--- src/rtl/gate_test_pkg.sv ---
// Shared definitions for the gate test sequencer: FSM states, vector count,
// counter widths and the default 2-input AND truth table.
package gate_test_pkg;

    localparam int unsigned VEC_NUM = 4;
    localparam int unsigned IDX_W   = 2;
    localparam int unsigned ERR_W   = 3;
    localparam int unsigned CNT_W   = 4;

    // Bit k is the expected gate output for input vector k = {a,b}
    localparam logic [VEC_NUM-1:0] TRUTH_AND = 4'b1000;

    localparam logic [ERR_W-1:0] ERR_MAX  = ERR_W'(VEC_NUM);
    localparam logic [IDX_W-1:0] IDX_LAST = IDX_W'(VEC_NUM - 1);

    typedef enum logic [1:0] {
        ST_IDLE  = 2'd0,
        ST_DRIVE = 2'd1,
        ST_CHECK = 2'd2,
        ST_DONE  = 2'd3
    } state_e;

endpackage

--- src/rtl/gate_test_seq_settle_timer.sv ---
// Settle timer: loaded when a vector starts driving, signals expiry once the
// gate inputs have been held for SETTLE cycles.
module settle_timer
    import gate_test_pkg::*;
#(
    parameter int unsigned SETTLE = 2
) (
    input  logic clk,
    input  logic rst,
    input  logic load,
    input  logic run,
    output logic expired_c
);

    // First DRIVE cycle sees SETTLE-1, last one sees 0
    localparam logic [CNT_W-1:0] LOAD_VAL = CNT_W'(SETTLE - 1);

    logic [CNT_W-1:0] cnt_q;
    logic [CNT_W-1:0] cnt_d;

    // Down-counter next value
    always_comb begin
        cnt_d = cnt_q;
        if (load) begin
            cnt_d = LOAD_VAL;
        end else if (run && (cnt_q != '0)) begin
            cnt_d = cnt_q - CNT_W'(1);
        end
    end

    // Counter register
    always_ff @(posedge clk) begin
        if (rst) begin
            cnt_q <= '0;
        end else begin
            cnt_q <= cnt_d;
        end
    end

    assign expired_c = (cnt_q == '0);

endmodule

--- src/rtl/gate_test_seq.sv ---
// Gate test sequencer: sweeps all four input vectors into a 2-input gate,
// compares the gate output with TRUTH and reports the mismatch count.
// Optional macro GATE_TEST_SEQ_FAILVEC_EN enables capture of the first
// failing vector index on fail_vec; otherwise fail_vec is tied to zero.
module gate_test_seq
    import gate_test_pkg::*;
#(
    parameter logic [VEC_NUM-1:0] TRUTH  = TRUTH_AND,
    parameter int unsigned        SETTLE = 2
) (
    input  logic             clk,
    input  logic             rst,
    input  logic             start,
    input  logic             gate_y,
    output logic             gate_a,
    output logic             gate_b,
    output logic             busy,
    output logic             done,
    output logic             pass,
    output logic [ERR_W-1:0] err_cnt,
    output logic [IDX_W-1:0] fail_vec
);

    state_e           state_q, state_d;
    logic [IDX_W-1:0] idx_q, idx_d;
    logic [ERR_W-1:0] err_cnt_q, err_cnt_d;
    logic             pass_q, pass_d;
    logic             gate_a_q, gate_a_d;
    logic             gate_b_q, gate_b_d;
    logic             busy_q, busy_d;
    logic             done_q, done_d;
    logic             timer_load_c;
    logic             timer_exp_c;
    logic             sweep_start_c;
    logic             mismatch_c;

`ifdef GATE_TEST_SEQ_FAILVEC_EN
    logic [IDX_W-1:0] fail_vec_q, fail_vec_d;
`endif

    settle_timer #(
        .SETTLE (SETTLE)
    ) u_settle_timer (
        .clk       (clk),
        .rst       (rst),
        .load      (timer_load_c),
        .run       (state_q == ST_DRIVE),
        .expired_c (timer_exp_c)
    );

    // State and datapath registers
    always_ff @(posedge clk) begin
        if (rst) begin
            state_q   <= ST_IDLE;
            idx_q     <= '0;
            err_cnt_q <= '0;
            pass_q    <= 1'b0;
            gate_a_q  <= 1'b0;
            gate_b_q  <= 1'b0;
            busy_q    <= 1'b0;
            done_q    <= 1'b0;
        end else begin
            state_q   <= state_d;
            idx_q     <= idx_d;
            err_cnt_q <= err_cnt_d;
            pass_q    <= pass_d;
            gate_a_q  <= gate_a_d;
            gate_b_q  <= gate_b_d;
            busy_q    <= busy_d;
            done_q    <= done_d;
        end
    end

`ifdef GATE_TEST_SEQ_FAILVEC_EN
    // First-failing-vector register
    always_ff @(posedge clk) begin
        if (rst) begin
            fail_vec_q <= '0;
        end else begin
            fail_vec_q <= fail_vec_d;
        end
    end
`endif

    // Next-state logic; a new DRIVE phase reloads the settle timer
    always_comb begin
        state_d      = state_q;
        timer_load_c = 1'b0;
        case (state_q)
            ST_IDLE: begin
                if (start) begin
                    state_d      = ST_DRIVE;
                    timer_load_c = 1'b1;
                end
            end
            ST_DRIVE: begin
                if (timer_exp_c) begin
                    state_d = ST_CHECK;
                end
            end
            ST_CHECK: begin
                if (idx_q == IDX_LAST) begin
                    state_d = ST_DONE;
                end else begin
                    state_d      = ST_DRIVE;
                    timer_load_c = 1'b1;
                end
            end
            ST_DONE: begin
                state_d = ST_IDLE;
            end
            default: begin
                state_d = ST_IDLE;
            end
        endcase
    end

    // Output and datapath next values, registered so they line up with state_q
    always_comb begin
        idx_d         = idx_q;
        err_cnt_d     = err_cnt_q;
        pass_d        = pass_q;
        sweep_start_c = (state_q == ST_IDLE) && (state_d == ST_DRIVE);
        mismatch_c    = (state_q == ST_CHECK) && (gate_y != TRUTH[idx_q]);

        if (sweep_start_c) begin
            idx_d     = '0;
            err_cnt_d = '0;
            pass_d    = 1'b0;
        end
        if (mismatch_c && (err_cnt_q != ERR_MAX)) begin
            err_cnt_d = err_cnt_q + ERR_W'(1);
        end
        if ((state_q == ST_CHECK) && (state_d == ST_DRIVE)) begin
            idx_d = idx_q + IDX_W'(1);
        end
        // Verdict includes a mismatch found in the final CHECK
        if (state_d == ST_DONE) begin
            pass_d = (err_cnt_d == '0);
        end

        busy_d   = (state_d == ST_DRIVE) || (state_d == ST_CHECK);
        gate_a_d = busy_d & idx_d[1];
        gate_b_d = busy_d & idx_d[0];
        done_d   = (state_d == ST_DONE);

`ifdef GATE_TEST_SEQ_FAILVEC_EN
        fail_vec_d = fail_vec_q;
        if (sweep_start_c) begin
            fail_vec_d = '0;
        end
        if (mismatch_c && (err_cnt_q == '0)) begin
            fail_vec_d = idx_q;
        end
`endif
    end

    assign gate_a  = gate_a_q;
    assign gate_b  = gate_b_q;
    assign busy    = busy_q;
    assign done    = done_q;
    assign pass    = pass_q;
    assign err_cnt = err_cnt_q;

`ifdef GATE_TEST_SEQ_FAILVEC_EN
    assign fail_vec = fail_vec_q;
`else
    assign fail_vec = '0;
`endif

endmodule

--- config.mk ---
export PLATFORM = sky130hd
export DESIGN_NAME = gate_test_seq
export DESIGN_NICKNAME = d
export VERILOG_FILES = /design/src/rtl/gate_test_pkg.sv /design/src/rtl/gate_test_seq_settle_timer.sv /design/src/rtl/gate_test_seq.sv
export SDC_FILE = /design/constraint.sdc
export NUM_CORES = 1
export LEC_CHECK = 0
export ABC_AREA = 1
export BUFFER_PORTS_ARGS = -buffer_cell sky130_fd_sc_hd__buf_2
export CAP_MARGIN = 20
export CORE_UTILIZATION = 53
export DETAILED_ROUTE_END_ITERATION = 6
export PLACE_DENSITY = 0.76
export SLEW_MARGIN = 20
export SYNTH_ARGS = -nofsm -noshare
export SYNTH_HDL_FRONTEND = slang
export SYNTH_HIERARCHICAL = 1
export SYNTH_SLANG_ARGS = --single-unit
export TNS_END_PERCENT = 10
--- constraint.sdc ---
create_clock -name clk -period 2.56 [get_ports clk]
set_input_delay 0.256 -clock clk [delete_from_list [all_inputs] [get_ports clk]]
set_output_delay 0.256 -clock clk [all_outputs]
set_load 0.01 [all_outputs]
# --- Yosys cells after proc, flatten, opt, wreduce, memory -nomap -nowiden ---
# Index checks and enable logic that the tools add are counted.
word_totals:
  register_bits: 16
  inputBits: 4
  out_inout_bits: 10
  elab_cells: 55
classes:
  add_sub_neg: 3
  order_cmp: 1
  n_eq_ne: 9
  muxes: 17
  n_bitwise: 2
  n_reduce_logical: 13
op_table:
  columns: ["operator", "n"]
  rows:
  - ["== test 2 bit (second input constant)", 5]
  - ["two-way mux 2 bit", 5]
  - ["one-hot mux 2 bit (4 select lines)", 1]
  - ["two-way mux 1 bit", 7]
  - ["two-way mux 3 bit", 2]
  - ["logical AND 1 bit", 5]
  - ["== test 2 x 1 -> 1 bit (second input constant)", 2]
  - ["logical NOT 4 bit", 1]
  - ["nonzero test 2 bit", 2]
  - ["nonzero test 4 bit", 1]
  - ["subtractor 4 x 1 -> 4 bit (second input constant)", 1]
  - ["adder 3 x 1 -> 3 bit (second input constant)", 1]
  - ["logical NOT 3 bit", 1]
  - ["< comparator 2 x 3 -> 1 bit (second input constant)", 1]
  - ["inequality test 3 bit (second input constant)", 1]
  - ["adder 2 x 1 -> 2 bit (second input constant)", 1]
  - ["AND 1 bit", 2]
  - ["binary-select mux 1 bit (select 2 bit)", 1]
  - ["logical NOT 2 bit", 1]
  - ["one-hot mux 1 bit (2 select lines)", 1]
  - ["OR reduction 2 bit", 1]
  - ["logical OR 1 bit", 1]
  - ["inequality test 1 bit", 1]

# --- Depth between registers and ports, before layout ---
# Gate-level depths: netlist of run 1.
logic_depth:
  ltp_word: 9
  depth_mapped: 16
  mapped_depth_nobuf: 16

# --- By module ---
# Netlist of run 1, hierarchy kept.
by_module_without_submodules:
  columns: ["mod", "instances", "cells_each", "area_per_inst_um2", "seq_area_each_um2"]
  rows:
  - ["gate_test_seq", 1, 89, 626.9, 240.2]
  - ["settle_timer", 1, 35, 241.5, 80.1]

# --- Least setup slack after synthesis of run 1 ---
# No wires, ideal clock.
synth_path:
  kind: "reg-to-reg"
  start: "reg state_q[0]"
  end: "reg pass_q (netlist: pass)"
  setup_time_ps: 131
  t_arrival_ps: 1722
  required_ps: 2429
  path_slack_ps: 708
  stages_incl_launch_ff: 15
  n_path_buf: 0
  synth_period_minus_slack_ps: 1852
  cell_sequence: "dfxtp_1 -> inv_2 -> nor2_1 -> inv_1 -> o22ai_1 -> inv_1 -> ha_1 -> nand2_1 -> nor2_1 -> nor2_1 -> nand2_1 -> nand2_1 -> nor2_1 -> nand2_1 -> a21oi_2"
synth_via:
  elab_chain_len: 8
  elab_cells_between_ends: 17
  classes_between: "eq/ne: 5; mux: 6; reduce/logical: 6"
synth_lines:
  columns: ["item", "line_no", "rtl"]
  rows:
  - ["start, declared", "gate_test_seq.sv:24", "state_e state_q, state_d;"]
  - ["start signal, assigned", "gate_test_seq.sv:63", "state_q <= state_d;"]
  - ["== test 2 bit, or another cell as far along", "gate_test_seq.sv:89", "case (state_q)"]
  - ["one-hot mux 2 bit (4 select lines) (*)", "gate_test_seq.sv:89", null]
  - ["via state_d[1]", "gate_test_seq.sv:24", null]
  - ["== test 2 x 1 -> 1 bit", "gate_test_seq.sv:123", "sweep_start_c = (state_q == ST_IDLE) && (state_d == ST_DRIVE);"]
  - ["logical AND 1 bit", "gate_test_seq.sv:123", null]
  - ["two-way mux 3 bit", "gate_test_seq.sv:126", "if (sweep_start_c) begin"]
  - ["two-way mux 3 bit", "gate_test_seq.sv:131", "if (mismatch_c && (err_cnt_q != ERR_MAX)) begin"]
  - ["logical NOT 3 bit", "gate_test_seq.sv:139", "pass_d = (err_cnt_d == '0);"]
  - ["two-way mux 1 bit", "gate_test_seq.sv:138", "if (state_d == ST_DONE) begin"]
  - ["end signal, assigned", "gate_test_seq.sv:66", "pass_q <= pass_d;"]
  - ["end, declared", "gate_test_seq.sv:27", "logic pass_q, pass_d;"]
# The timed path passes the listed nets; every way through them passes the cells marked *.
# A chain may end at the register's enable or synchronous reset.

# --- Worst setup path in the final report of run 1 ---
layout_path:
  start: "reg u_settle_timer.cnt_q[0]"
  end: "reg pass_q (netlist: pass)"
layout_via:
  elab_chain_len: 9
  elab_cells_between_ends: 11
  classes_between: "eq/ne: 2; mux: 5; reduce/logical: 4"
layout_lines:
  columns: ["item", "line_no", "rtl"]
  rows:
  - ["start, declared", "gate_test_seq_settle_timer.sv:18", "logic [CNT_W-1:0] cnt_q;"]
  - ["start signal, assigned", "gate_test_seq_settle_timer.sv:36", "cnt_q <= cnt_d;"]
  - ["logical NOT 4 bit (*)", "gate_test_seq_settle_timer.sv:40", "assign expired_c = (cnt_q == '0);"]
  - ["via timer_exp_c", "gate_test_seq.sv:33", "logic timer_exp_c;"]
  - ["two-way mux 2 bit (*)", "gate_test_seq.sv:97", "if (timer_exp_c) begin"]
  - ["one-hot mux 2 bit (4 select lines) (*)", "gate_test_seq.sv:89", null]
  - ["via state_d[1]", "gate_test_seq.sv:24", null]
  - ["== test 2 x 1 -> 1 bit", "gate_test_seq.sv:123", null]
  - ["logical AND 1 bit", "gate_test_seq.sv:123", null]
  - ["two-way mux 3 bit", "gate_test_seq.sv:126", null]
  - ["two-way mux 3 bit", "gate_test_seq.sv:131", null]
  - ["logical NOT 3 bit", "gate_test_seq.sv:139", null]
  - ["two-way mux 1 bit", "gate_test_seq.sv:138", null]
# Marks and branches as above.

==> run metrics, run 1 <==
WP depth 16; setup bufs post-CTS 0; largest net degree at the start of global routing 14; setup TNS 0 ns; f_max 0.470 GHz; cell class contributing the biggest share of worst-path delay simple AND/OR/NAND/NOR gates; synthesized area 868 um^2; Synth warnings 6; flop2flop setup slack 0.43 ns; IO Count 14; final wirelength 1520 um; Nets 149; worst path arrival time around 2.4 ns; Placed Cells incl. Taps 150; Max Clock Skew 0.000871 ns; vias 743; DR DRC count 0; Final GP Congestion 0.822; First-pass DRT Iterations 4; CTS Sinks 16; drt wl/cell 9.94 um; Crit-path slowest cell dfxtp_1; worst setup path end pass; Detail Route Antenna Nets 0; status finished clean; Worst R2R End pass; Yosys cell types 23; nature of the critical path endpoint flop; RSZ-0062 raised after global routing false; met1 global-route usage 25.2%; grt met3 use 3.88%; Inserted Clock Buffers 3; core area 0.00152 mm^2; vias in the first global route 649; first-pass GRT wire length about 2600 um; cells on worst reg2reg path 16; die extent in x 42.5 um; hold buffers post-CTS 0; all-layer global routing usage roughly a fifth; hpwl dp 1170 um; Worst Path Max Fanout 6; H-tree levels 1; Starting Density 57.0%; share of layout cells above drive strength 1 19.0%; post-cts sizing count 0; Die Y 42.5 um; WP data required roughly 2.8 ns; Pwr Density 520 mW/mm^2; drt first-iter violations 12; syn_area_per_cell 7.00 um^2; crit path kind reg -> reg; initial antenna violation count 0; gr busiest metal met2; period utilization 83.0%; PortBufs 11; max-slew violations 0; Crit. Startpoint u_settle_timer/cnt_q[0]; CP peak stage delay between 0.3 and 0.4 ns; HP Class in -> reg; clk buf depth 2; GRT met2 Usage 30.5%; Cells after Synth 124; Antenna diodes 0; TritonCTS clock tree yes; peak supply drop 330 uV; #FFs+latches synth 16; sequential element share of the synthesized area 36.9%; die area 0.00180 mm^2; worst path cell trace inv_1 -> ha_1 -> nand2_4 -> inv_1 -> inv_1 -> o22ai_1 -> inv_1 -> ha_1 -> nand2_1 -> nor2_1 -> nor2_1 -> nand2_1 -> nand2_1 -> nor2_1 -> nand2_1 -> a21oi_2; Clock transition at path regs 0.09 ns; maxcap violations 0; Crit path buffers/inverters 4; worst reg2reg path startpoint u_settle_timer/cnt_q[0]; Leak Pwr 0.484 nW; latest clock arrival within the worst-skew pair 0.29 ns; vias per cell 4.86; final count of negative-setup-slack endpoints 0; CP startpoint kind flop; area grow syn2layout 10.4%; grt ovf 0; Root Buffer clkbuf_4; Non-Filler Instances 153; std cell rows 14; Hold Fails Final Rpt 0; Period minus WS final about 2.1 ns
-- per-layer routing --
layer	routed length, um	vias to the layer above	part of all wire (%)
li1	-	411	-
met1	770	316	51
met2	675	11	44
met3	35	5	2.3
met4	40	0	2.6
met5	0	-	0
-- worst register-to-register path, stage by stage (launching register included) --
cell	delay, ns
dfxtp_1	0.38
inv_1	0.09
ha_1	0.26
nand2_4	0.12
inv_1	0.05
inv_1	0.06
o22ai_1	0.11
inv_1	0.10
ha_1	0.22
nand2_1	0.12
nor2_1	0.14
nor2_1	0.05
nand2_1	0.07
nand2_1	0.05
nor2_1	0.07
nand2_1	0.06
a21oi_2	0.12
-- cells in the mapped netlist --
library cell,n,share of area [%]
nand2_1,24,10
inv_1,21,9.1
dfxtp_1,16,37
nor2_1,16,6.9
a21oi_1,9,5.2
nand3_1,8,4.6
ha_1,6,8.6
nand2_2,3,2.2
buf_4,2,1.7
inv_2,2,0.86
nand2_4,2,2.6
nand4_1,2,1.4
nor2_2,2,1.4
o21ai_0,2,1.2
a211oi_1,1,0.86
a21oi_2,1,1.0
a31oi_1,1,0.72
clkbuf_1,1,0.43
conb_1,1,0.43
nor2_4,1,1.3
nor3_1,1,0.58
o21bai_1,1,0.86
o22ai_1,1,0.72
-- cells in the final DEF (no fill, tap or decap), types with 2 or more instances in the layout --
master,n
nand2_1,24
inv_1,21
nor2_1,16
dfxtp_1,16
buf_2,11
a21oi_1,9
nand3_1,8
ha_1,6
nand2_2,3
clkbuf_4,3
inv_2,2
o21ai_0,2
conb_1,2
nor2_2,2
nand2_4,2
nand4_1,2
-- flip-flops by register name (all words and copies together), names as in the netlist --
signal / cells
idx_q: 2
u_settle_timer/cnt_q: 4
err_cnt: 3
pass: 1
done: 1
gate_a: 1
busy: 1
gate_b: 1
state_q: 2
-- report_power, final --
group	leakage, nW	internal (mW)	switching (mW)
logic	0.340	0.0344	0.0634
registers	0.130	0.259	0.00688
clock network	0.0138	0.0548	0.0797
total	0.484	0.348	0.150
-- through the flow --
stage	utilization, %	area (um^2)	power [mW]	setup slack [ns]	hold WS [ns]
final	62.9	958	0.499	0.434	0.290
after global routing	62.9	958	0.530	0.251	0.293
after CTS	62.9	958	0.499	0.450	0.293
after detailed placement	61.4	936	0.369	0.471	0.461
after global placement	61.4	936	0.366	0.561	0.456
after floorplan	-	872	0.348	0.708	0.391
-- area by class of cell --
cell class	count	area, um^2
Sequential cell	16	320
Inverter	23	86.3
Fill cell	140	566
Multi-Input combinational cell	83	447
Tap cell	16	20.0
Timing Repair Buffer	12	62.6
Clock buffer	3	22.5
-- cells by family after synthesis --
family                   share of synthesized area [%]
AO/OA/AOI/OAI                                     10.5
other                                            0.432
buffers and inverters                             12.1
adder cells (fa/ha/maj)                           8.65
AND/OR/NAND/NOR                                   31.4
flip-flops                                        36.9
-- worst min path at each step --
stage	depth (start not counted)	slack, ns	to	start
after global routing	2	0.29	idx_q[1]	rst
after detailed placement	2	0.46	u_settle_timer/cnt_q[1]	u_settle_timer/cnt_q[1]
after CTS	2	0.29	state_q[1]	rst
after global placement	2	0.46	u_settle_timer/cnt_q[1]	u_settle_timer/cnt_q[1]
final	2	0.29	state_q[1]	rst
after floorplan	3	0.39	u_settle_timer/cnt_q[0]	rst
Power figures use the tool's default switching activity.
==> inputs of run 2 (changes only) <==
--- a/config.mk
+++ b/config.mk
@@ -5,7 +5,7 @@
 export SDC_FILE = /design/constraint.sdc
 export NUM_CORES = 1
 export LEC_CHECK = 0
-export ABC_AREA = 1
+export ABC_AREA = 0
 export BUFFER_PORTS_ARGS = -buffer_cell sky130_fd_sc_hd__buf_2
 export CAP_MARGIN = 20
 export CORE_UTILIZATION = 53
==> constraint.sdc (replaced) <==
create_clock -name clk -period 2 [get_ports clk]
set_input_delay 0.2 -clock clk [delete_from_list [all_inputs] [get_ports clk]]
set_output_delay 0.2 -clock clk [all_outputs]
set_load 0.01 [all_outputs]
==> run metrics, run 2 <==
peak supply drop 624 uV; relative slew slack 60.7%; worst hold slack 0.266 ns; nature of the critical path endpoint flop; latest clock arrival within the worst-skew pair around 0.28 ns; synth top area cells dfxtp_1 (38%), ha_1 (8.8%), nor2_1 (4.0%), inv_1 (3.5%), a211oi_2 (2.9%); hpwl dp 1230 um; most frequent cells in the layout dfxtp_1 (14), buf_4 (14), buf_2 (11), nor2_1 (8); share of layout cells above drive strength 1 about 45%; synthesized area approximately 850 um^2; Final WS setup -0.153 ns; setup TNS -0.312 ns; sequential element share of the synthesized area 37.8%; #FFs+latches synth 16; final wirelength 1750 um; failing checks setup timing; all-layer global routing usage 21.9%; TritonCTS clock tree yes; Inserted Clock Buffers 3; f_max 0.464 GHz; Final GP Congestion between 0.7 and 0.8; PortBufs 11; top cell type's share of synthesized area 37.8%; die area 0.00176 mm^2; DR DRC count 0; number of flip-flops in the largest register 4; clk buf depth 2; Cells after Synth 90; number of enable flip-flop cells after synthesis 0; First-pass DRT Iterations 4; Die Y 42.0 um; Detail Route Antenna Nets 0; Period minus WS final 2.15 ns; Non-Filler Instances 133; Max Clock Skew 0.00775 ns; cells on worst reg2reg path 11; Leak Pwr between 0.5 and 0.6 nW; Clock transition at path regs about 0.10 ns; most common cell in the synthesized netlist dfxtp_1; WP data required 2.18 ns; worst reg2reg path startpoint u_settle_timer/cnt_q[0]; H-tree levels 1; Starting Density 56.3%; IO Count 14; Most used DFF post-synth dfxtp_1; syn_area_per_cell 9.43 um^2; worst path arrival time 2.34 ns; Antenna diodes 0; vias 720; drt first-iter violations 15; status finished with violations; Top reg by flops u_settle_timer/cnt_q; first-pass GRT wire length 2950 um; Yosys cell types 37; placed cell areas just over 0.001 mm^2; Worst Path Max Fanout 4; initial antenna violation count 0; largest net degree at the start of global routing 16; Nets 128; flop2flop setup slack -0.15 ns; grt ovf 0; largest area contributor in the netlist dfxtp_1; Placed Cells incl. Taps between 100 and 150; register area 323 um^2; RSZ-0062 raised after global routing true; Fill cells 120; crit path kind reg -> reg; Root Buffer clkbuf_4; Worst R2R End pass; final core occ 72.6%; Final Cell Area about 0.0011 mm^2; worst slack, placed -0.161 ns; hold endpoint done; vias in the first global route 687; Hold Fails Final Rpt 0; Worst Hold Path Cells 2; vias per cell between 5 and 6; asr flop ratio synth 0%; area grow syn2layout 28.9%; Pwr Density between 600 and 700 mW/mm^2; measured slew at the worst slew-check pin 0.587 ns; area of the multi-input gates 524 um^2; Power Total 0.729 mW; final count of negative-setup-slack endpoints 4; CP startpoint kind flop; HP Class in -> reg; core area 0.00151 mm^2; std cell rows 14; Synth warnings 6; most frequent cells after synthesis dfxtp_1 (16), nor2_1 (9), inv_1 (8), ha_1 (6), a21oi_1 (5); max-slew violations 0; die extent in x approximately 42 um; period utilization 108%; hold buffers post-CTS 0; drt wl/cell 13.1 um; CTS Sinks 16; maxcap violations 0; Hold Startpoint rst
[run 2: cell type report]
cell class / count / area share, %
tap: 16 / 1.83
multi-input combinational: 64 / 47.9
timing repair buffer: 25 / 14.6
inverter: 8 / 2.75
sequential: 16 / 29.5
clock buffer: 4 / 3.32
[run 2: where the power goes]
part           switching, mW  internal, mW  total [mW]
sequential           0.00969         0.332       0.342
combinational         0.0830        0.0928       0.176
clock                  0.100         0.111       0.211
[run 2: worst max-delay path, stage by stage (launching register included)]
cell      delay (ns)
dfxtp_2         0.33
inv_2           0.07
ha_4            0.13
or3b_4          0.38
inv_2           0.08
nand2b_1        0.11
o21ai_2         0.07
ha_2            0.20
nand2b_4        0.08
nor2_2          0.05
or4b_4          0.48
o41ai_2         0.06
[run 2: per-layer routing]
| layer | GRT usage [%] | up-vias | wire length [um] |
|---|---|---|---|
| li1 | - | 369 | - |
| met1 | 28.2 | 328 | 765 |
| met2 | 36.6 | 21 | 877 |
| met3 | 6.90 | 2 | 93 |
| met4 | 3.87 | 0 | 10 |
| met5 | 0 | - | 0 |
[run 2: worst max-delay path by stage]
stage                                 start  slack (ns)  cells past startpoint    to
floorplan           u_settle_timer/cnt_q[0]        -0.1                     11  pass
finish              u_settle_timer/cnt_q[0]       -0.15                     11  pass
CTS                 u_settle_timer/cnt_q[0]       -0.16                     11  pass
global route        u_settle_timer/cnt_q[0]       -0.22                     11  pass
global placement    u_settle_timer/cnt_q[1]       -0.12                     11  pass
detailed placement  u_settle_timer/cnt_q[0]       -0.16                     11  pass
[run 2: kinds of logic after synthesis]
logic type	Yosys count	share of synthesized area [%]
fa+ha+maj	6	8.85
other cells	1	0.442
simple gates	37	28.2
buf+inv	11	5.75
compound gates	16	14.2
xor+xnor	1	1.92
mux	2	2.95
flops	16	37.8
[run 2: repair_timing]
| action | CTS | global route |
|---|---|---|
| setup buffers | 3 | 1 |
| resized for setup | 8 | 0 |
| hold endpoints to repair | 0 | 0 |
| pin swaps | 1 | 1 |
| setup endpoints to repair | 6 | 7 |
